<file path="src/rtl/fx_bus_arb_if.sv">
// fx register bus bundle: two requesting masters plus the shared fx slave bus.
// The master modport is the arbiter's view. The slave modport is the surrounding environment.
interface fx_bus_arb_if;
  logic        m0_req;
  logic        m0_wr;
  logic [21:0] m0_addr;
  logic [7:0]  m0_wdata;
  logic        m0_ack;
  logic [7:0]  m0_rdata;

  logic        m1_req;
  logic        m1_wr;
  logic [21:0] m1_addr;
  logic [7:0]  m1_wdata;
  logic        m1_ack;
  logic [7:0]  m1_rdata;

  logic        fx_wr;
  logic [21:0] fx_waddr;
  logic [7:0]  fx_data;
  logic        fx_rd;
  logic [21:0] fx_raddr;
  logic [7:0]  fx_q;

  modport master (
    input  m0_req, m0_wr, m0_addr, m0_wdata,
    input  m1_req, m1_wr, m1_addr, m1_wdata,
    input  fx_q,
    output m0_ack, m0_rdata, m1_ack, m1_rdata,
    output fx_wr, fx_waddr, fx_data, fx_rd, fx_raddr
  );

  modport slave (
    output m0_req, m0_wr, m0_addr, m0_wdata,
    output m1_req, m1_wr, m1_addr, m1_wdata,
    output fx_q,
    input  m0_ack, m0_rdata, m1_ack, m1_rdata,
    input  fx_wr, fx_waddr, fx_data, fx_rd, fx_raddr
  );
endinterface

</file>
<file path="src/rtl/fx_bus_arb.sv">
// Two-master round-robin arbiter and single-byte transaction sequencer for the fx register bus.
// All outputs come straight from registers; master inputs only matter in the idle state.
module fx_bus_arb #(
  parameter int unsigned RD_LAT = 1,
  parameter int unsigned CNT_W  = 16
) (
  input  logic             clk_sys,
  input  logic             rst,
  fx_bus_arb_if.master     bus,
  output logic             busy,
  output logic [CNT_W-1:0] txn_cnt
);

  typedef enum logic [2:0] {StIdle, StWr, StRd, StRwait, StCap, StDone} state_e;

  localparam logic [1:0] WaitInit = 2'(RD_LAT - 1);

  state_e             state_q;
  logic               gnt_q;
  logic               last_gnt_q;
  logic [21:0]        cmd_addr_q;
  logic [7:0]         cmd_wdata_q;
  logic [1:0]         wait_q;
  logic               fx_wr_q;
  logic               fx_rd_q;
  logic               m0_ack_q;
  logic               m1_ack_q;
  logic [7:0]         m0_rdata_q;
  logic [7:0]         m1_rdata_q;
  logic               busy_q;
  logic [CNT_W-1:0]   txn_cnt_q;

  logic               sel_gnt;
  logic               sel_wr;
  logic [21:0]        sel_addr;
  logic [7:0]         sel_wdata;

  // Contention goes to the master that did not win last time; a lone requester always wins.
  always_comb begin
    sel_gnt = 1'b0;
    if (bus.m0_req && bus.m1_req) begin
      sel_gnt = ~last_gnt_q;
    end else if (bus.m1_req) begin
      sel_gnt = 1'b1;
    end
    sel_wr    = sel_gnt ? bus.m1_wr    : bus.m0_wr;
    sel_addr  = sel_gnt ? bus.m1_addr  : bus.m0_addr;
    sel_wdata = sel_gnt ? bus.m1_wdata : bus.m0_wdata;
  end

  always_ff @(posedge clk_sys) begin
    if (rst) begin
      state_q     <= StIdle;
      gnt_q       <= 1'b0;
      last_gnt_q  <= 1'b1;
      cmd_addr_q  <= '0;
      cmd_wdata_q <= '0;
      wait_q      <= '0;
      fx_wr_q     <= 1'b0;
      fx_rd_q     <= 1'b0;
      m0_ack_q    <= 1'b0;
      m1_ack_q    <= 1'b0;
      m0_rdata_q  <= '0;
      m1_rdata_q  <= '0;
      busy_q      <= 1'b0;
      txn_cnt_q   <= '0;
    end else begin
      fx_wr_q  <= 1'b0;
      fx_rd_q  <= 1'b0;
      m0_ack_q <= 1'b0;
      m1_ack_q <= 1'b0;
      unique case (state_q)
        StIdle: begin
          if (bus.m0_req || bus.m1_req) begin
            gnt_q       <= sel_gnt;
            last_gnt_q  <= sel_gnt;
            cmd_addr_q  <= sel_addr;
            cmd_wdata_q <= sel_wdata;
            busy_q      <= 1'b1;
            if (sel_wr) begin
              fx_wr_q <= 1'b1;
              state_q <= StWr;
            end else begin
              fx_rd_q <= 1'b1;
              state_q <= StRd;
            end
          end
        end
        StWr: begin
          m0_ack_q <= ~gnt_q;
          m1_ack_q <= gnt_q;
          state_q  <= StDone;
        end
        StRd: begin
          if (RD_LAT > 1) begin
            wait_q  <= WaitInit;
            state_q <= StRwait;
          end else begin
            state_q <= StCap;
          end
        end
        StRwait: begin
          if (wait_q == 2'd1) begin
            state_q <= StCap;
          end else begin
            wait_q <= wait_q - 2'd1;
          end
        end
        StCap: begin
          if (gnt_q) begin
            m1_rdata_q <= bus.fx_q;
          end else begin
            m0_rdata_q <= bus.fx_q;
          end
          m0_ack_q <= ~gnt_q;
          m1_ack_q <= gnt_q;
          state_q  <= StDone;
        end
        StDone: begin
          txn_cnt_q <= txn_cnt_q + 1'b1;
          busy_q    <= 1'b0;
          state_q   <= StIdle;
        end
        default: state_q <= StIdle;
      endcase
    end
  end

  assign bus.fx_wr    = fx_wr_q;
  assign bus.fx_rd    = fx_rd_q;
  assign bus.fx_waddr = cmd_addr_q;
  assign bus.fx_raddr = cmd_addr_q;
  assign bus.fx_data  = cmd_wdata_q;
  assign bus.m0_ack   = m0_ack_q;
  assign bus.m1_ack   = m1_ack_q;
  assign bus.m0_rdata = m0_rdata_q;
  assign bus.m1_rdata = m1_rdata_q;
  assign busy         = busy_q;
  assign txn_cnt      = txn_cnt_q;

endmodule

</file>
<file path="src/flat_wrapper.sv">
// flat-port wrapper written by rule: the top's interface ports become plain ports
module fx_bus_arb_flat 
#(
  parameter int unsigned RD_LAT = 1,
  parameter int unsigned CNT_W  = 16
)
  (clk_sys, rst, busy, txn_cnt, bus_m0_req, bus_m0_wr, bus_m0_addr, bus_m0_wdata, bus_m1_req, bus_m1_wr, bus_m1_addr, bus_m1_wdata, bus_fx_q, bus_m0_ack, bus_m0_rdata, bus_m1_ack, bus_m1_rdata, bus_fx_wr, bus_fx_waddr, bus_fx_data, bus_fx_rd, bus_fx_raddr);
  fx_bus_arb_if bus_i ();
  input  logic clk_sys;
  input  logic rst;
  output logic busy;
  output logic [CNT_W-1:0] txn_cnt;
  input wire logic [$bits(bus_i.m0_req)-1:0] bus_m0_req;
  input wire logic [$bits(bus_i.m0_wr)-1:0] bus_m0_wr;
  input wire logic [$bits(bus_i.m0_addr)-1:0] bus_m0_addr;
  input wire logic [$bits(bus_i.m0_wdata)-1:0] bus_m0_wdata;
  input wire logic [$bits(bus_i.m1_req)-1:0] bus_m1_req;
  input wire logic [$bits(bus_i.m1_wr)-1:0] bus_m1_wr;
  input wire logic [$bits(bus_i.m1_addr)-1:0] bus_m1_addr;
  input wire logic [$bits(bus_i.m1_wdata)-1:0] bus_m1_wdata;
  input wire logic [$bits(bus_i.fx_q)-1:0] bus_fx_q;
  output wire logic [$bits(bus_i.m0_ack)-1:0] bus_m0_ack;
  output wire logic [$bits(bus_i.m0_rdata)-1:0] bus_m0_rdata;
  output wire logic [$bits(bus_i.m1_ack)-1:0] bus_m1_ack;
  output wire logic [$bits(bus_i.m1_rdata)-1:0] bus_m1_rdata;
  output wire logic [$bits(bus_i.fx_wr)-1:0] bus_fx_wr;
  output wire logic [$bits(bus_i.fx_waddr)-1:0] bus_fx_waddr;
  output wire logic [$bits(bus_i.fx_data)-1:0] bus_fx_data;
  output wire logic [$bits(bus_i.fx_rd)-1:0] bus_fx_rd;
  output wire logic [$bits(bus_i.fx_raddr)-1:0] bus_fx_raddr;
  assign bus_i.m0_req = bus_m0_req;
  assign bus_i.m0_wr = bus_m0_wr;
  assign bus_i.m0_addr = bus_m0_addr;
  assign bus_i.m0_wdata = bus_m0_wdata;
  assign bus_i.m1_req = bus_m1_req;
  assign bus_i.m1_wr = bus_m1_wr;
  assign bus_i.m1_addr = bus_m1_addr;
  assign bus_i.m1_wdata = bus_m1_wdata;
  assign bus_i.fx_q = bus_fx_q;
  assign bus_m0_ack = bus_i.m0_ack;
  assign bus_m0_rdata = bus_i.m0_rdata;
  assign bus_m1_ack = bus_i.m1_ack;
  assign bus_m1_rdata = bus_i.m1_rdata;
  assign bus_fx_wr = bus_i.fx_wr;
  assign bus_fx_waddr = bus_i.fx_waddr;
  assign bus_fx_data = bus_i.fx_data;
  assign bus_fx_rd = bus_i.fx_rd;
  assign bus_fx_raddr = bus_i.fx_raddr;
  fx_bus_arb #(.RD_LAT(RD_LAT), .CNT_W(CNT_W)) u_core (.clk_sys(clk_sys), .rst(rst), .bus(bus_i), .busy(busy), .txn_cnt(txn_cnt));
endmodule
</file>
<file path="config.mk">
export PLATFORM = sky130hd
export DESIGN_NAME = fx_bus_arb_flat
export DESIGN_NICKNAME = d
export VERILOG_FILES = /design/src/rtl/fx_bus_arb_if.sv /design/src/rtl/fx_bus_arb.sv /design/src/flat_wrapper.sv
export SDC_FILE = /design/constraint.sdc
export NUM_CORES = 1
export LEC_CHECK = 0
export CAP_MARGIN = 25
export CORE_AREA = 2 2 94 96
export DETAILED_ROUTE_END_ITERATION = 12
export DIE_AREA = 0 0 96 98
export PLACE_DENSITY = 0.78
export SYNTH_ARGS = -nofsm -noshare
export SYNTH_HDL_FRONTEND = slang
export SYNTH_SLANG_ARGS = --single-unit
</file>
<file path="constraint.sdc">
create_clock -name clk_sys -period 2 [get_ports clk_sys]
set_clock_uncertainty 0.15 [all_clocks]
set_input_delay 0.4 -clock clk_sys [delete_from_list [all_inputs] [get_ports clk_sys]]
set_output_delay 0.4 -clock clk_sys [all_outputs]
set_load 0.01 [all_outputs]
</file>
==> flow_summary.yaml, run 1 <==
outcome:
  status: "finished, final reports clean"
final_layout:
  finalNonFillerCells: 616
  stdcell_area_mm2: 0.00506
  regArea_mm2: 0.00148
  post-route-util: 0.598
  drive_above_1_share: 0.0709
  filler_cell_count: 728
  area_delta_synth_final_pct: 55.7
  n_antenna_cell: 0
  fin_nets: 581
  multiInputGateArea_mm2: 0.00148
sta:
  finalHoldViolCount: 0
  timing.fmax_mhz: 532
  maxSlewHeadroom: 0.671
  setup_viol: 0
  period_share: 0.940
  tightest_slew_ps: 494
  period_minus_slack_ps: 1880
  rsz0062_at_grt: "no"
  layout_setup_ws_ps: 121
  drv_slew: 0
logic_synthesis:
  synth_nets: 440
  ys_seq_area_frac: 0.456
  synth_top_area_cell: "dfxtp_1"
  synth.most_common_cell: "dfxtp_1"
  postSynthCellCount: 364
  ys_warn_count: 0
  synth_top_cells_by_count: "74 x dfxtp_1, 48 x nor2_1, 38 x nand2_1"
  synthFlopType: "dfxtp_1"
  synthArstFlopShare: 0
  yosysTopAreaCellShare: 0.456
  synth.area.top_cells: "dfxtp_1 46%, mux2i_1 9.9%, a211oi_1 6.9%"
  synth-edff-count: 0
  syn_avg_cell_area_um2: 8.93
  synth_seq_cells: 74
  synth_area_mm2: 0.00325
  yosysUniqueCellTypes: 39
clock_network:
  cts_sinks: 74
  clk_path_buf_depth: 2
  cts_setup_buffers: 0
  cts_tree: "done"
  insertion_delay_ps: 330
  cts-root-buf: "clkbuf_8"
  h-tree-depth: 3
  clkTransAtPathRegs_ps: 70
  cts_buffers: 9
place:
  gp_congestion: 0.804
  pre_cts_ws_ps: -5.38
  dpl_cell_area_mm2: 0.00488
  numPortBuffers: 162
  dp_cells: 602
  place_hpwl_um: 6560
global_routing:
  grt_pass1_vias: 3013
  grt_max_degree: 46
  antenna_found_initial: 0
  grt_overflow: 0
  gr-usage-all-layers: 0.185
  grt_first_pass_wirelength_um: 13700
routing:
  ant_nets: 0
  drc: 0
  via_per_inst: 5.03
  wl_per_cell_um: 14.3
  vias: 3098
  drt_iter0_drc: 53
  routed_wl_um: 8780
  drt_pass1_iterations: 4
floorplanning:
  num_rows: 34
  fp.dieW_um: 96
  initial_core_util: 0.384
  coreArea_mm2: 0.00847
  io-pin-count: 163
  dieArea_mm2: 0.00941
  die_h_um: 98
worst_setup_path:
  worstPathArrival_ps: 1330
  critPathRequiredTime_ps: 1450
  path_depth: 1
  critPathCaptureType: "primary output"
  cp_slowest_cell: "clkdlybuf4s50_1"
  critical_path.cell_chain: "clkdlybuf4s50_1"
  r2r_slack_ps: 280
  path_class: "flop to primary output"
  rr_endpoint: "u_core.txn_cnt[15]"
  slowest_delay_ps: 570
  start_kind: "flop"
  startpoint: "u_core.txn_cnt[0]"
  cp.buffers_inverters: 1
  crit_family: "buffers and inverters"
  cp_max_fo: 6
  reg2reg_from: "u_core.txn_cnt[7]"
  ff2ff_path_depth: 4
job:
  drv_cap: 0
min_path:
  hold_class: "flop to flop"
  hold_path_end: "u_core.bus.m0_rdata[6]"
  worstHoldStart: "u_core.bus.m0_rdata[6]"
  holdPathStages: 2
pwr:
  ir_drop_uv: 472
  power_density_mw_per_mm2: 878
  p_leak_nw: 1.84
## layout make-up
| cell class | count | share of cell area |
|---|---|---|
| clock buffer | 11 | 0.0260 |
| clock inverter | 3 | 0.00841 |
| inverter | 2 | 0.00148 |
| multi-input combinational | 240 | 0.293 |
| sequential | 74 | 0.293 |
| tap | 108 | 0.0267 |
| timing repair buffer | 178 | 0.351 |
## cell usage in the layout (no fill, tap or decap), types with 2 or more instances in the layout
cell type,synthesis,final
nor3_1,3,3
xnor2_1,3,3
nor2_1,48,48
xor2_1,8,8
and3_1,5,5
clkbuf_8,0,9
nand3_1,7,7
clkdlybuf4s50_1,0,161
nand4_1,6,6
nand2_1,38,38
clkbuf_1,15,2
a211oi_1,30,30
mux2i_1,32,32
buf_4,22,13
ha_1,2,2
o21ai_0,8,8
buf_12,0,3
inv_1,2,2
dfxtp_2,0,2
dfxtp_1,74,72
or3_1,5,5
a21oi_1,26,26
## tightest hold or removal path, cell delays in order (launching register included)
cell and delay, ps:
dfxtp_1 310, nand2_1 50, a21oi_1 50
## routing by layer
metal / track usage / wire length [um]
met1: 0.204 / 3530
met2: 0.315 / 4310
met3: 0.0602 / 721
met4: 0.0912 / 214
met5: 0 / 0
## metrics by stage
| stage | total power, W | setup TNS, ps | hold WS [ps] |
|---|---|---|---|
| after detailed placement | 0.00340 | -6.59 | 299 |
| after global routing | 0.00469 | 0 | 331 |
| after global placement | 0.00336 | 0 | 293 |
| after CTS | 0.00449 | 0 | 309 |
| after floorplan | 0.00265 | 0 | 284 |
| final | 0.00444 | 0 | 308 |
## worst max-delay path by stage
stage,end,slack (ps)
after floorplan,u_core.txn_cnt[15],280
after global placement,u_core.bus.fx_raddr[5],30
after detailed placement,u_core.bus.fx_raddr[6],-5
after CTS,txn_cnt[1],0.5
after global routing,txn_cnt[7],80
final,txn_cnt[0],120
## logic make-up (layout without fill, tap and decap cells)
family,after synthesis,after routing,synth area share
AOI/OAI and AO/OA,71,71,0.139
xor gates and xnor gates,11,11,0.0297
adders and majority gates,2,2,0.00770
buffers and inverters,50,194,0.0913
DFF,74,74,0.456
muxes,32,32,0.0986
and+or+nand+nor,124,124,0.178
## power breakdown
group / switching [W] / internal (W) / total (W)
sequential: 0.000145 / 0.00168 / 0.00182
clock: 0.000516 / 0.000562 / 0.00108
combinational: 0.000675 / 0.000865 / 0.00154
total: 0.00134 / 0.00310 / 0.00444
## registers in the layout, indices dropped and copies added, names as in the netlist, 2 cells and up
| name | flops |
|---|---|
| u_core.bus.m1_rdata | 8 |
| u_core.bus.fx_data | 8 |
| u_core.state_q | 3 |
| u_core.wait_q | 2 |
| u_core.bus.fx_raddr | 22 |
| u_core.txn_cnt | 16 |
| u_core.bus.m0_rdata | 8 |
## what timing repair did
| action | in CTS | in global routing |
|---|---|---|
| pin swaps | 0 | 0 |
| endpoints found under the hold margin | 0 | 0 |
| hold buffers | 0 | 0 |
| setup endpoints to repair | 1 | 1 |
| gates resized for setup | 1 | 1 |
No activity file was read; power rests on OpenSTA's default activity.
==> run 2, diff against run 1 <==
Clock period 2 ns to 2.05 ns, I/O delays scaled along.
==> run 2 against run 1 <==
Wire length increased by 0.17%; critical path type unchanged; sequential share of layout area decreased by 0.17 points; largest cell class unchanged; clock power increased by 5%; non-clock buffer count is the same; critical endpoint is now txn_cnt[1].
==> flow_summary.yaml, run 2 (synthesis gave the netlist of run 1 again) <==
worst_setup_path:
  r2r_slack_ps: 310
  critPathRequiredTime_ps: 1490
  startpoint: "u_core.txn_cnt[1]"
  crit_end: "txn_cnt[1]"
  critPathCaptureType: "primary output"
  worstPathArrival_ps: 1400
  crit_family: "buffers and inverters"
  cp.buffers_inverters: 1
  cp_slowest_cell: "clkdlybuf4s50_1"
  critical_path.cell_chain: "clkdlybuf4s50_1"
  rr_endpoint: "u_core.txn_cnt[15]"
  cp_max_fo: 6
  start_kind: "flop"
  ff2ff_path_depth: 4
  path_class: "flop to primary output"
  reg2reg_from: "u_core.txn_cnt[7]"
  slowest_delay_ps: 600
  path_depth: 1
routing:
  vias: 3071
  drt_pass1_iterations: 4
  routed_wl_um: 8800
  wl_per_cell_um: 14.2
  ant_nets: 0
  drc: 0
  drt_iter0_drc: 79
  via_per_inst: 4.97
sta:
  period_minus_slack_ps: 1960
  drv_slew: 0
  finalHoldViolCount: 0
  tightest_slew_ps: 610
  fin_setup_tns_ps: 0
  setup_viol: 0
  period_share: 0.958
  timing.fmax_mhz: 509
  whs_ps: 302
  layout_setup_ws_ps: 86.2
  maxSlewHeadroom: 0.593
  rsz0062_at_grt: "no"
floorplanning:
  coreArea_mm2: 0.00847
  io-pin-count: 163
  die_h_um: 98
  dieArea_mm2: 0.00941
  num_rows: 34
  initial_core_util: 0.384
  fp.dieW_um: 96
clock_network:
  cts_buffers: 9
  clkTransAtPathRegs_ps: 70
  h-tree-depth: 3
  cts-root-buf: "clkbuf_8"
  post_cts_resized: 0
  cts_sinks: 74
  insertion_delay_ps: 340
  cts_hold_buf: 0
  cts_setup_buffers: 0
  cts_tree: "done"
  clk_path_buf_depth: 2
pwr:
  ir_drop_uv: 429
  power_density_mw_per_mm2: 869
  p_leak_nw: 1.86
global_routing:
  grt_first_pass_wirelength_um: 13900
  grt_pass1_vias: 2962
  antenna_found_initial: 0
  gr-usage-all-layers: 0.190
  grt_max_degree: 46
  grt_overflow: 0
final_layout:
  mostFrequentLayoutCells: "161 x clkdlybuf4s50_1, 74 x dfxtp_1, 48 x nor2_1"
  n_antenna_cell: 0
  largest_register_ffs: 22
  area_delta_synth_final_pct: 56.3
  drive_above_1_share: 0.0686
  post-route-util: 0.600
  fin_nets: 581
  layout_commonest_cell: "clkdlybuf4s50_1"
place:
  numPortBuffers: 162
  place_hpwl_um: 6640
  gp_congestion: 0.801
  pre_cts_ws_ps: 13.5
job:
  drv_cap: 0
min_path:
  hold_class: "flop to flop"
outcome:
  status: "finished, final reports clean"
## run 2: changes by cell type in the layout (fill, tap and decap cells not counted), sizes merged
cell and change:
clkbuf +3, clkinvlp -1
## run 2: through the flow
stage / instance area, um2 / std cells / power, W
after global routing: 5080 / 618 / 0.00466
after floorplan: 3250 / 364 / 0.00259
after CTS: 5080 / 618 / 0.00446
after detailed placement: 4880 / 602 / 0.00332
final: 5080 / 618 / 0.00441
after global placement: 4880 / 602 / 0.00328
## run 2: power breakdown
part	total [W]	switching (W)	internal (W)
sequential	0.00178	0.000146	0.00164
clock	0.00113	0.000504	0.000629
combinational	0.00150	0.000656	0.000842
total	0.00441	0.00131	0.00311
## run 2: per-layer routing
| metal | wire length, um | track usage |
|---|---|---|
| met1 | 3540 | 0.216 |
| met2 | 4200 | 0.310 |
| met3 | 808 | 0.0710 |
| met4 | 250 | 0.0912 |
| met5 | 0 | 0 |
## run 2: area by class of cell
type                       instances  area [um2]
clock buffer                      14         163
timing repair buffer             178        1770
tap                              108         135
multi-input combinational        240        1480
sequential                        74        1480
clock inverter                     2        35.0
inverter                           2        7.51
fill                             738        3390
## run 2: worst min-delay path by stage
stage	startpoint	endpoint	slack (ps)	cells after the start
5_1_grt	u_core.bus.m0_rdata[2]	u_core.bus.m0_rdata[2]	330	2
4_1_cts	u_core.bus.m1_rdata[4]	u_core.bus.m1_rdata[4]	310	2
2_1_floorplan	u_core.gnt_q	u_core.bus.m0_ack	280	1
3_5_place_dp	u_core.bus.m1_rdata[4]	u_core.bus.m1_rdata[4]	300	2
3_3_place_gp	u_core.bus.m1_rdata[3]	u_core.bus.m1_rdata[3]	290	2
6_report	u_core.bus.m0_rdata[3]	u_core.bus.m0_rdata[3]	300	2
==> run 3, diff against run 2 <==
Settings changed: CAP_MARGIN 25 to 10, SLEW_MARGIN set to 20.
==> results of run 3 <==
No change in the layout: final DEF, timing and power equal those of run 2.
